File: config.mk
export PLATFORM = sky130hd
export DESIGN_NAME = capture_ctrl
export DESIGN_NICKNAME = d
export VERILOG_FILES = /design/src/rtl/analyzer_pkg.sv /design/src/rtl/trig_match.sv /design/src/rtl/capture_ctrl.sv
export SDC_FILE = /design/constraint.sdc
export NUM_CORES = 1
export LEC_CHECK = 0
export ABC_AREA = 1
export CAP_MARGIN = 40
export CORE_MARGIN = 1.5
export CORE_UTILIZATION = 43
export DETAILED_ROUTE_END_ITERATION = 10
export HOLD_SLACK_MARGIN = 0.02
export PLACE_DENSITY = 0.8
export SETUP_SLACK_MARGIN = 0.5
export SLEW_MARGIN = 20
export SYNTH_ARGS = -nofsm -noshare
export SYNTH_HDL_FRONTEND = slang
export SYNTH_SLANG_ARGS = --single-unit
File: constraint.sdc
create_clock -name clk -period 1.9 [get_ports clk]
set_input_delay 0.38 -clock clk [delete_from_list [all_inputs] [get_ports clk]]
set_output_delay 0.38 -clock clk [all_outputs]
set_load 0.05 [all_outputs]
File: src/rtl/analyzer_pkg.sv
// analyzer_pkg: shared widths and sequencer state encoding for the capture path.
package analyzer_pkg;
   localparam int DATA_WIDTH  = 8;
   localparam int ADDR_WIDTH  = 4;
   localparam int MEMORY_SIZE = 16;
   typedef enum logic [2:0] {IDLE, CLEAR, ARMED, TRIG, DONE, READ} state_t;
endpackage

File: src/rtl/trig_match.sv
// trig_match: masked equality compare; a zero mask always matches.
module trig_match #(
   parameter int W = 8
) (
   input  logic [W-1:0] i_data,
   input  logic [W-1:0] i_value,
   input  logic [W-1:0] i_mask,
   output logic         o_match
);
   assign o_match = ((i_data ^ i_value) & i_mask) == '0;
endmodule

File: src/rtl/capture_ctrl.sv
// capture_ctrl: arms, triggers and freezes the circular sample buffer, then replays it oldest first.
module capture_ctrl
   import analyzer_pkg::*;
#(
   parameter int DATA_WIDTH  = analyzer_pkg::DATA_WIDTH,
   parameter int ADDR_WIDTH  = analyzer_pkg::ADDR_WIDTH,
   parameter int MEMORY_SIZE = analyzer_pkg::MEMORY_SIZE
) (
   input  logic                  clk,
   input  logic                  reset,
   input  logic                  arm,
   input  logic                  abort,
   input  logic                  sample_valid,
   input  logic [DATA_WIDTH-1:0] i_data,
   input  logic [DATA_WIDTH-1:0] trig_value,
   input  logic [DATA_WIDTH-1:0] trig_mask,
   input  logic [ADDR_WIDTH-1:0] post_count,
   input  logic [ADDR_WIDTH-1:0] waddr,
   input  logic                  primed,
   output logic                  write_enable,
   output logic                  mem_clr,
   output logic [ADDR_WIDTH-1:0] trig_addr,
   output logic                  done,
   input  logic                  rd_start,
   output logic [ADDR_WIDTH-1:0] raddr,
   output logic                  rd_valid,
   input  logic                  rd_ready,
   output logic                  rd_last
);
   state_t                r_state, w_next;
   logic [ADDR_WIDTH-1:0] r_cnt, r_idx, r_trig_addr, r_raddr;
   logic                  w_match, w_hit;

   trig_match #(.W(DATA_WIDTH)) u_match (
      .i_data (i_data),
      .i_value(trig_value),
      .i_mask (trig_mask),
      .o_match(w_match)
   );

   assign w_hit        = sample_valid && w_match && primed;
   assign write_enable = sample_valid && (r_state == ARMED || r_state == TRIG);
   assign mem_clr      = r_state == IDLE || r_state == CLEAR;
   assign done         = r_state == DONE;
   assign rd_valid     = r_state == READ;
   assign rd_last      = rd_valid && r_idx == ADDR_WIDTH'(MEMORY_SIZE - 1);
   assign trig_addr    = r_trig_addr;
   assign raddr        = r_raddr;

   always_comb begin
      w_next = r_state;
      unique case (r_state)
         IDLE:    w_next = arm ? CLEAR : IDLE;
         CLEAR:   w_next = ARMED;
         ARMED:   w_next = w_hit ? (post_count == '0 ? DONE : TRIG) : ARMED;
         TRIG:    w_next = (sample_valid && r_cnt == ADDR_WIDTH'(1)) ? DONE : TRIG;
         DONE:    w_next = arm ? CLEAR : (rd_start ? READ : DONE);
         READ:    w_next = (rd_ready && rd_last) ? DONE : READ;
         default: w_next = IDLE;
      endcase
      if (abort) w_next = IDLE;
   end

   always_ff @(posedge clk or negedge reset) begin
      if (!reset) begin
         r_state     <= IDLE;
         r_cnt       <= '0;
         r_idx       <= '0;
         r_trig_addr <= '0;
         r_raddr     <= '0;
      end else begin
         r_state <= w_next;
         if (r_state == ARMED && w_hit) begin
            r_trig_addr <= waddr;
            r_cnt       <= post_count;
         end
         if (r_state == TRIG && sample_valid) r_cnt <= r_cnt - 1'b1;
         // waddr is frozen in DONE and already points past the newest write, i.e. at the oldest sample
         if (r_state == DONE && w_next == READ) begin
            r_raddr <= waddr;
            r_idx   <= '0;
         end
         if (r_state == READ && rd_ready) begin
            r_raddr <= r_raddr + 1'b1;
            r_idx   <= r_idx + 1'b1;
         end
      end
   end
endmodule
==> flow_summary_export.csv <==
group,metric,value,unit
sta,hold_slack,405.0,ps
sta,setup_viol,0,
global_route,grt_max_degree,20,
placed_design,dpl_cell_area,1958,sq um
clock_tree,root_buffer,"clkbuf_4",
worst_setup_path,path_class,"register to register",
sta,timing.fmax,544.7,MHz
finish,fin_area,2490,sq um
pwr,ir_worst_vdd,0.6556,mV
hold_path,hold_class,"input pin to asynchronous set/reset pin",
status,status,"complete, but fails checks",
synthesis,synth_area_leaders,"dfrtp_1, nand2_1, nand3_1",
worst_setup_path,worst_ep_required_time,2110,ps
synthesis,ys_types,28,
sta,hold_viol,0,
sta,rsz0062_at_grt,"yes",
finish,post-route-util,0.8876,
placed_design,dp_hpwl,2502,microns
die,io_pins,53,
die,die_width,57.85,microns
clock_tree,htreeDepth,1,
pwr,leakage,1.255,nW
clock_tree,cts_sinks,19,
finish,antennaDiodeCount,0,
synthesis,synth.most_common_cell,"nand2_1",
clock_tree,clock_path_buffers,2,
pwr,power_density,556.6,nW/um^2
sta,drv_slew,0,
global_route,first_global_vias,1606,
synthesis,synth_area_leader_cell,"dfrtp_1",
die,placementRows,19,
worst_setup_path,worst-path-max-fanout,5,
clock_tree,ctsHoldBuffers,0,
placed_design,gp_congestion,0.7722,
finish,drive_above_1_share,0.4532,
global_route,grt_util_all_layers,0.2777,
synthesis,synth_warnings,0,
worst_setup_path,start_kind,"register",
drt,routed_wl,6273,microns
clock_tree,tritoncts,"done",
global_route,gr-total-overflow,0,
drt,drt-initial-drc-count,164,
placed_design,numPortBuffers,52,
worst_setup_path,cp.arrival,2050,ps
synthesis,synthArstFlopShare,1.000,
sta,setup_tns,0,ps
sta,fin_worst_skew,5.647,ps
worst_setup_path,cp-end-kind,"register",
status,violations,"design-rule violations",
sta,fin_crit,1836,ps
drt,ant_nets,0,
drt,routedWlPerCell,20.30,microns
synthesis,synth_nets,229,
synthesis,avgSynthCellArea,6.993,sq um
drt,drc,1,
synthesis,synthCells,185,
synthesis,synthTopCellsByCount,"nand2_1, nand3_1, inv_1",
sta,tightest_slew,510.8,ps
synthesis,synth_top_area_frac,0.3675,
finish,layout.nets,323,
synthesis,synth_edf_count,0,
synthesis,ys_seq_elements,19,
die,initial_core_util,0.4612,
synthesis,syn_area,1294,sq um
drt,first_pass_iters,8,
clock_tree,clkSlewWorstSetupHoldPaths,120,ps
drt,vias,1833,
global_route,grt_pass1_wl,7210,microns
sta,post-route-period-util,0.9663,
clock_tree,cts_buffers,3,
die,fp.dieH,57.85,microns
drt,routed_via_density,5.932,
die,dieArea,3347,sq um
global_route,antenna_found_initial,0,
job,cap_violations,0,
synthesis,ys_seq_area_frac,0.3675,
finish,area_delta_synth_final,92.46,%
die,coreArea,2805,sq um
clock_tree,clk_latency,310,ps
synthesis,synth_ff_type,"dfrtp_1",
sta,maxSlewHeadroom,0.6582,
-- metal layers --
layer / share of wire / vias up / global-route usage
met5: 0 / - / 0
met4: 0.059 / 0 / 0.06312
met3: 0.088 / 48 / 0.05580
met2: 0.49 / 139 / 0.4740
met1: 0.36 / 861 / 0.3643
li1: - / 785 / -
-- area by class of cell --
class | count | area (sq um)
Clock buffer | 4 | 26.28
Fill cell | 127 | 315.3
Inverter | 23 | 106.4
Multi-Input combinational cell | 143 | 997.2
Sequential cell | 19 | 479.2
Tap cell | 31 | 38.79
Timing Repair Buffer | 89 | 842.1
-- flip-flops by register name, indices dropped and copies added (netlist names) --
register and cells:
r_cnt 4, r_state 3, r_idx 4, raddr 4, trig_addr 4
-- through the flow --
stage          power, mW  cells  setup slack, ps
2_1_floorplan     0.7428    185            155.8
3_3_place_gp      0.9216    273           -88.71
3_5_place_dp      0.9318    273           -151.4
4_1_cts            1.227    299            213.1
5_1_grt            1.448    309           -18.59
6_report           1.386    309            63.98
-- what timing repair did --
action,in CTS,in global routing
buffers inserted,21,10
cloned,1,0
endpoints found under the hold margin,0,0
pin swaps,29,31
setup endpoints to repair,28,26
gates resized for setup,82,64
-- worst max-delay path: stages (launching register included) --
cell	delay (ps)
dfrtp_1	420
inv_2	90
ha_4	120
nand2_2	50
nor3_2	180
nor2_2	50
inv_1	110
nand2_1	80
nor2_2	160
nand2_2	110
nand3_4	120
nand2_4	90
nand2_1	90
nand2_1	60
-- kinds of logic (layout without fill, tap and decap cells) --
group                    Yosys count  after routing  share of synthesized area
flip-flops                        19             19                     0.3675
buffers and inverters             24            116                    0.07059
XOR/XNOR                           3              3                    0.02031
AO/OA/AOI/OAI                     19             19                    0.08608
AND/OR/NAND/NOR                  116            117                     0.4168
adder cells (fa/ha/maj)            4              4                    0.03869
-- power breakdown --
group          internal, mW  total, mW  switching (mW)
clock network        0.0821      0.219           0.137
registers             0.461      0.537          0.0762
logic                 0.305      0.629           0.324
total                 0.848       1.39           0.538
-- path summary, 6_finish.rpt --
kind	startpoint	endpoint	slack, ps	depth (start not counted)
setup / recovery	r_cnt[1]$_DFFE_PN0P_	raddr[3]$_DFFE_PN0P_	60	13
hold / removal	reset	r_idx[2]$_DFFE_PN0P_	410	2
setup reg to reg	r_cnt[1]$_DFFE_PN0P_	raddr[3]$_DFFE_PN0P_	60	13
hold reg to reg	trig_addr[0]$_DFFE_PN0P_	trig_addr[0]$_DFFE_PN0P_	500	2
max in group asynchronous	reset	raddr[0]$_DFFE_PN0P_	1270	2
min in group clk	trig_addr[0]$_DFFE_PN0P_	trig_addr[0]$_DFFE_PN0P_	500	2
-- placed cells by master (no fill, tap or decap), types with 2 or more instances in the layout --
cell	instances
clkdlybuf4s50_1	15
buf_2	3
o21ai_0	7
or2_1	2
buf_4	29
nor2_2	3
inv_1	14
o211ai_1	2
nand3_4	4
nor2_4	5
clkbuf_4	3
dfrtp_1	16
buf_6	11
ha_1	2
nand2_4	6
dlygate4sd2_1	16
clkdlybuf4s15_1	3
a21oi_2	2
nor2_1	11
nand3_2	9
clkbuf_2	5
nand2_2	14
nand3_1	14
dfrtp_2	3
or2_2	2
inv_2	6
nand2_1	44
buf_12	7
xnor2_1	2
Power figures use the tool's default switching activity.
